===== src/rtl/serial_sub8_if.sv =====
// ============================================================================
// Module      : serial_sub8_if
// Description : Streaming port bundle for the byte-serial subtractor.
//               Optional Mode signal present when SERIAL_SUB_ADDMODE_EN is set.
// Revision    : 1.0 - initial release
// ============================================================================
`default_nettype none

interface serial_sub8_if;
    logic       start;
    logic       bin;
`ifdef SERIAL_SUB_ADDMODE_EN
    logic       mode;
`endif
    logic       in_valid;
    logic       in_ready;
    logic [7:0] a;
    logic [7:0] b;
    logic       out_valid;
    logic       out_ready;
    logic [7:0] diff;
    logic       last;
    logic       bout;
    logic       zero;
    logic       ovf;
    logic       busy;

    modport master (
        output start, bin,
`ifdef SERIAL_SUB_ADDMODE_EN
        output mode,
`endif
        output in_valid, a, b, out_ready,
        input  in_ready, out_valid, diff, last, bout, zero, ovf, busy
    );

    modport slave (
        input  start, bin,
`ifdef SERIAL_SUB_ADDMODE_EN
        input  mode,
`endif
        input  in_valid, a, b, out_ready,
        output in_ready, out_valid, diff, last, bout, zero, ovf, busy
    );
endinterface

`default_nettype wire


===== src/rtl/serial_sub8.sv =====
// ============================================================================
// Module      : serial_sub8
// Description : Byte-serial WORDS-byte subtractor, LSB first, borrow chained
//               across beats. Define SERIAL_SUB_ADDMODE_EN for a Mode input
//               that selects addition instead.
// Revision    : 1.0 - initial release
// ============================================================================
`default_nettype none

module serial_sub8 #(
    parameter int WORDS = 4
) (
    input  wire logic    clk,
    input  wire logic    rst,
    serial_sub8_if.slave s
);

    localparam int             CW       = (WORDS > 1) ? $clog2(WORDS) : 1;
    localparam logic [CW-1:0]  LAST_CNT = CW'(WORDS - 1);

    localparam logic [1:0] S_IDLE  = 2'd0;
    localparam logic [1:0] S_RUN   = 2'd1;
    localparam logic [1:0] S_DRAIN = 2'd2;

    logic [1:0]    r_state;
    logic [CW-1:0] r_cnt;
    logic          r_borrow;
    logic          r_zacc;
    logic          r_out_valid;
    logic [7:0]    r_diff;
    logic          r_last;
    logic          r_bout;
    logic          r_zero;
    logic          r_ovf;
    logic          w_mode;

`ifdef SERIAL_SUB_ADDMODE_EN
    logic          r_mode;
    assign w_mode = r_mode;
`else
    assign w_mode = 1'b0;
`endif

    logic       w_in_ready;
    logic       w_xfer;
    logic [7:0] w_bop;
    logic       w_cin;
    logic [8:0] w_sum;
    logic [7:0] w_d;
    logic       w_chain;
    logic       w_ovf;
    logic       w_dzero;
    logic       w_final;

    assign w_in_ready = (r_state == S_RUN) && (!r_out_valid || s.out_ready);
    assign w_xfer     = s.in_valid && w_in_ready;

    // Subtract is A + ~B + !borrow; add mode reuses the same adder with B and carry as-is.
    assign w_bop   = w_mode ? s.b : ~s.b;
    assign w_cin   = w_mode ? r_borrow : ~r_borrow;
    assign w_sum   = {1'b0, s.a} + {1'b0, w_bop} + {8'd0, w_cin};
    assign w_d     = w_sum[7:0];
    assign w_chain = w_mode ? w_sum[8] : ~w_sum[8];
    // Operands of equal effective sign producing a result of the other sign.
    assign w_ovf   = (s.a[7] == w_bop[7]) && (w_d[7] != s.a[7]);
    assign w_dzero = (w_d == 8'd0);
    assign w_final = (r_cnt == LAST_CNT);

    always_ff @(posedge clk or posedge rst) begin
        if (rst) begin
            r_state     <= S_IDLE;
            r_cnt       <= '0;
            r_borrow    <= 1'b0;
            r_zacc      <= 1'b0;
            r_out_valid <= 1'b0;
            r_diff      <= 8'd0;
            r_last      <= 1'b0;
            r_bout      <= 1'b0;
            r_zero      <= 1'b0;
            r_ovf       <= 1'b0;
`ifdef SERIAL_SUB_ADDMODE_EN
            r_mode      <= 1'b0;
`endif
        end else begin
            case (r_state)
                S_IDLE: begin
                    if (s.start) begin
                        r_state  <= S_RUN;
                        r_borrow <= s.bin;
                        r_cnt    <= '0;
                        r_zacc   <= 1'b1;
`ifdef SERIAL_SUB_ADDMODE_EN
                        r_mode   <= s.mode;
`endif
                    end
                end
                S_RUN: begin
                    if (w_xfer) begin
                        r_out_valid <= 1'b1;
                        r_diff      <= w_d;
                        r_borrow    <= w_chain;
                        r_zacc      <= r_zacc && w_dzero;
                        if (w_final) begin
                            r_last  <= 1'b1;
                            r_bout  <= w_chain;
                            r_zero  <= r_zacc && w_dzero;
                            r_ovf   <= w_ovf;
                            r_state <= S_DRAIN;
                        end else begin
                            r_last  <= 1'b0;
                            r_bout  <= 1'b0;
                            r_zero  <= 1'b0;
                            r_ovf   <= 1'b0;
                            r_cnt   <= r_cnt + CW'(1);
                        end
                    end else if (r_out_valid && s.out_ready) begin
                        r_out_valid <= 1'b0;
                    end
                end
                S_DRAIN: begin
                    if (r_out_valid && s.out_ready) begin
                        r_out_valid <= 1'b0;
                        r_last      <= 1'b0;
                        r_bout      <= 1'b0;
                        r_zero      <= 1'b0;
                        r_ovf       <= 1'b0;
                        r_state     <= S_IDLE;
                    end
                end
                default: r_state <= S_IDLE;
            endcase
        end
    end

    assign s.in_ready  = w_in_ready;
    assign s.out_valid = r_out_valid;
    assign s.diff      = r_diff;
    assign s.last      = r_last;
    assign s.bout      = r_bout;
    assign s.zero      = r_zero;
    assign s.ovf       = r_ovf;
    assign s.busy      = (r_state != S_IDLE);

endmodule

`default_nettype wire


===== src/flat_wrapper.sv =====
// flat-port wrapper written by rule: the top's interface ports become plain ports
module serial_sub8_flat 
#(
    parameter int WORDS = 4
)
  (clk, rst, s_start, s_bin, s_in_valid, s_a, s_b, s_out_ready, s_in_ready, s_out_valid, s_diff, s_last, s_bout, s_zero, s_ovf, s_busy);
  serial_sub8_if s_i ();
  input  wire logic clk;
  input  wire logic rst;
  input wire logic [$bits(s_i.start)-1:0] s_start;
  input wire logic [$bits(s_i.bin)-1:0] s_bin;
  input wire logic [$bits(s_i.in_valid)-1:0] s_in_valid;
  input wire logic [$bits(s_i.a)-1:0] s_a;
  input wire logic [$bits(s_i.b)-1:0] s_b;
  input wire logic [$bits(s_i.out_ready)-1:0] s_out_ready;
  output wire logic [$bits(s_i.in_ready)-1:0] s_in_ready;
  output wire logic [$bits(s_i.out_valid)-1:0] s_out_valid;
  output wire logic [$bits(s_i.diff)-1:0] s_diff;
  output wire logic [$bits(s_i.last)-1:0] s_last;
  output wire logic [$bits(s_i.bout)-1:0] s_bout;
  output wire logic [$bits(s_i.zero)-1:0] s_zero;
  output wire logic [$bits(s_i.ovf)-1:0] s_ovf;
  output wire logic [$bits(s_i.busy)-1:0] s_busy;
  assign s_i.start = s_start;
  assign s_i.bin = s_bin;
  assign s_i.in_valid = s_in_valid;
  assign s_i.a = s_a;
  assign s_i.b = s_b;
  assign s_i.out_ready = s_out_ready;
  assign s_in_ready = s_i.in_ready;
  assign s_out_valid = s_i.out_valid;
  assign s_diff = s_i.diff;
  assign s_last = s_i.last;
  assign s_bout = s_i.bout;
  assign s_zero = s_i.zero;
  assign s_ovf = s_i.ovf;
  assign s_busy = s_i.busy;
  serial_sub8 #(.WORDS(WORDS)) u_core (.clk(clk), .rst(rst), .s(s_i));
endmodule

===== config.mk =====
export PLATFORM = sky130hd
export DESIGN_NAME = serial_sub8_flat
export DESIGN_NICKNAME = d
export VERILOG_FILES = /design/src/rtl/serial_sub8_if.sv /design/src/rtl/serial_sub8.sv /design/src/flat_wrapper.sv
export SDC_FILE = /design/constraint.sdc
export NUM_CORES = 1
export LEC_CHECK = 0
export ABC_AREA = 1
export BUFFER_PORTS_ARGS = -buffer_cell sky130_fd_sc_hd__buf_2
export CORE_MARGIN = 2
export CORE_UTILIZATION = 56
export DETAILED_ROUTE_END_ITERATION = 8
export MAX_ROUTING_LAYER = met4
export PLACE_DENSITY = 0.91
export SYNTH_ARGS = -nofsm -noshare
export SYNTH_HDL_FRONTEND = slang
export SYNTH_SLANG_ARGS = --single-unit

===== constraint.sdc =====
create_clock -name clk -period 4.9 [get_ports clk]
set_input_delay 0.735 -clock clk [delete_from_list [all_inputs] [get_ports clk]]
set_output_delay 0.735 -clock clk [all_outputs]
set_load 0.01 [all_outputs]

==> flow_metrics.py <==
metrics = {
    "status": {
        "status": "complete, no violations",
    },
    "setup_path": {
        "crit_chain": "inv_1 > ha_1 > inv_1 > nor2_1 > buf_2",
        "cp-start-kind": "flip-flop",
        "timing.rr.start": "u_core.r_borrow$_DFFE_PP0P_",
        "crit_type": "flip-flop to output port",
        "reg2reg_depth": 13,
        "critPathMaxFanout": 5,
        "crit_path_end_kind": "output port",
        "cpMostUsedCell": "inv_1",
        "rr_endpoint": "u_core.r_zacc$_DFFE_PP0P_",
        "max_stage_delay_ps": 420,
        "critPathSlowestCell": "dfrtp_1",
        "arrival_ps": 1580,
        "required_ps": 4160,
        "ff2ff_setup_slack_ps": 2930,
    },
    "cts": {
        "cts_setup_buffers": 0,
        "cts_tree": "yes",
        "insertion_delay_ps": 300,
        "cts_resized": 0,
        "clockRootBuffer": "clkbuf_4",
        "clkSlewWorstSetupHoldPaths_ps": 100,
        "cts_buffers": 3,
        "ctsHoldBuffers": 0,
        "cts.sinks": 19,
        "htree_levels": 1,
        "clockBufferDepth": 2,
    },
    "sta": {
        "clock.fmax_ghz": 0.432,
        "finalClockSkew_ps": 2.82,
        "min_period_ps": 2310,
        "fin_crit_sh": 0.472,
        "fin_setup_tns_ps": 0,
        "slew_viol_final": 0,
        "tightest_slew_ps": 685,
        "hold_viol": 0,
        "slew_headroom": 0.543,
        "rsz0062_at_grt": "no",
        "finalSetupViolCount": 0,
    },
    "grt": {
        "grt_pass1_vias": 1204,
        "grt_max_degree": 20,
        "overflow": 0,
        "antenna_found_initial": 0,
        "grt_use_total": 0.226,
        "grt_pass1_wl_um": 4600,
    },
    "detailed_routing": {
        "drc": 0,
        "wl_met3_um": 122,
        "vias": 1291,
        "drt_iter0_markers": 23,
        "wl_per_cell_um": 10.6,
        "wl_um": 2700,
        "ant_nets": 0,
        "firstDrtPassIters": 4,
        "highest_layer": "met4",
        "wl_met1_um": 1230,
        "via_per_inst": 5.06,
        "met2_length_um": 1320,
    },
    "die": {
        "core_area_um2": 2250,
        "rows": 17,
        "die_x_um": 53.5,
        "io_pins": 37,
        "initial_core_util": 0.609,
        "die_area_um2": 2860,
        "die_h_um": 53.5,
    },
    "cells_and_area": {
        "final_cell_area_um2": 1610,
        "largest_reg_flops": 8,
        "antenna_cells": 0,
        "layout-drive-gt1-share": 0.238,
        "syn_to_final_growth_pct": 17.3,
        "nets": 263,
    },
    "pwr": {
        "ir_worst_vdd_mv": 0.322,
        "powerDensity_nw_per_um2": 446,
        "power_mw": 0.718,
        "p_leak_nw": 0.974,
        "p_sw_frac": 0.456,
        "p_clk_frac": 0.108,
        "internal_power_mw": 0.390,
        "seqPwrFrac": 0.347,
        "p_comb_frac": 0.545,
        "p_switching_mw": 0.328,
    },
    "synthesis": {
        "synth_warnings": 0,
        "synth_area_leaders": "dfrtp_1 (35%), nand2_1 (16%), inv_1 (10%)",
        "async_reset_ff_frac": 1.00,
        "synth_area_um2": 1370,
        "synth_seq_cells": 19,
        "seq_area_frac_synth": 0.346,
        "synth_area_leader_cell": "dfrtp_1",
        "syn_nets": 223,
        "synth_edf_count": 0,
        "postSynthAreaPerCell_um2": 7.30,
        "synth_common_cells": "nand2_1 (59), inv_1 (38), dfrtp_1 (19), ha_1 (11), nor2_1 (11)",
        "netlist.area_leader.share": 0.346,
        "synth_ff_type": "dfrtp_1",
        "synth_most_common_cell": "nand2_1",
        "ys_types": 26,
        "synth_cells": 188,
    },
    "hold_path": {
        "worstHoldEndpoint": "u_core.s.diff[2]$_DFFE_PP0P_",
        "min_path_cells": 2,
        "min_from": "u_core.s.diff[2]$_DFFE_PP0P_",
        "hold_class": "flip-flop to flip-flop",
    },
    "run": {
        "maxCapViolCount": 0,
    },
    "placed_design": {
        "port_buffers": 36,
        "gp_congestion": 0.808,
        "dpl_cell_area_um2": 1580,
        "dpl.hpwl_um": 2270,
    },
}
==> through the flow <==
stage / utilization / std cells / hold WS (ps) / setup WS (ps)
3_3_place_gp: 0.703 / 251 / 455 / 2580
3_5_place_dp: 0.703 / 251 / 461 / 2490
5_1_grt: 0.714 / 255 / 516 / 2490
2_1_floorplan: - / 188 / 446 / 2730
4_1_cts: 0.714 / 255 / 487 / 2600
6_report: 0.714 / 255 / 486 / 2590
==> critical path: cells and delay by family (launching register included) <==
kind / cells / cell delay, ps
adders and majority gates: 1 / 330
buffers and inverters: 3 / 410
DFF: 1 / 420
and+or+nand+nor: 1 / 130
==> worst max path at each step <==
stage                                      endpoint  slack (ps)  cells after the start                          start
after CTS                                s_in_ready        2600                      5  u_core.r_state[1]$_DFFE_PP0P_
after global placement    u_core.r_zacc$_DFFE_PP0P_        2580                     13                         s_b[0]
after floorplan           u_core.r_zacc$_DFFE_PP0P_        2730                     10                         s_b[0]
after detailed placement  u_core.r_zacc$_DFFE_PP0P_        2490                     13                         s_b[0]
after global routing                     s_in_ready        2490                      5  u_core.r_state[1]$_DFFE_PP0P_
final                                    s_in_ready        2590                      5  u_core.r_state[1]$_DFFE_PP0P_
==> final cells by class <==
class	instances	area, um2
Clock buffer	4	26.3
Fill cell	193	644
Inverter	39	146
Multi-Input combinational cell	129	747
Sequential cell	19	475
Tap cell	28	35.0
Timing Repair Buffer	36	180
==> placed cells by master, fill, tap and decap left out <==
master	instances
nor2_1	11
a31oi_1	1
fa_1	2
buf_2	36
o31ai_2	1
nand4_2	1
o21ai_1	2
a21oi_4	1
inv_1	38
nand3_1	10
nand4_1	2
nor2_2	2
nor3_1	1
nand2_1	59
a21oi_1	4
nand3_4	1
clkbuf_1	1
ha_1	11
inv_2	1
o21ai_0	9
nand3b_1	2
nand3_2	2
nand2_2	4
xnor2_1	1
a21oi_2	1
o21ai_2	1
dfrtp_1	19
clkbuf_4	3
==> power by group through the flow <==
| stage | registers, mW | clock network, mW | logic [mW] |
|---|---|---|---|
| after floorplan | 0.265 | 0 | 0.260 |
| after global placement | 0.249 | 0 | 0.374 |
| after detailed placement | 0.252 | 0 | 0.389 |
| after CTS | 0.249 | 0.0793 | 0.391 |
| after global routing | 0.255 | 0.0834 | 0.451 |
| final | 0.249 | 0.0776 | 0.391 |
==> metal layers <==
metal  up-vias  track usage
li1        662            -
met5         -            -
met2        41        0.372
met4         0       0.0897
met1       584        0.267
met3         4       0.0480
==> cells by family after synthesis <==
family                   Yosys count  synth area share
XOR/XNOR                           1           0.00638
AND/OR/NAND/NOR                   95             0.315
adder cells (fa/ha/maj)           13             0.129
flip-flops                        19             0.346
buffers and inverters             40             0.109
AO/OA/AOI/OAI                     20            0.0930
No activity file was read; power rests on OpenSTA's default activity.
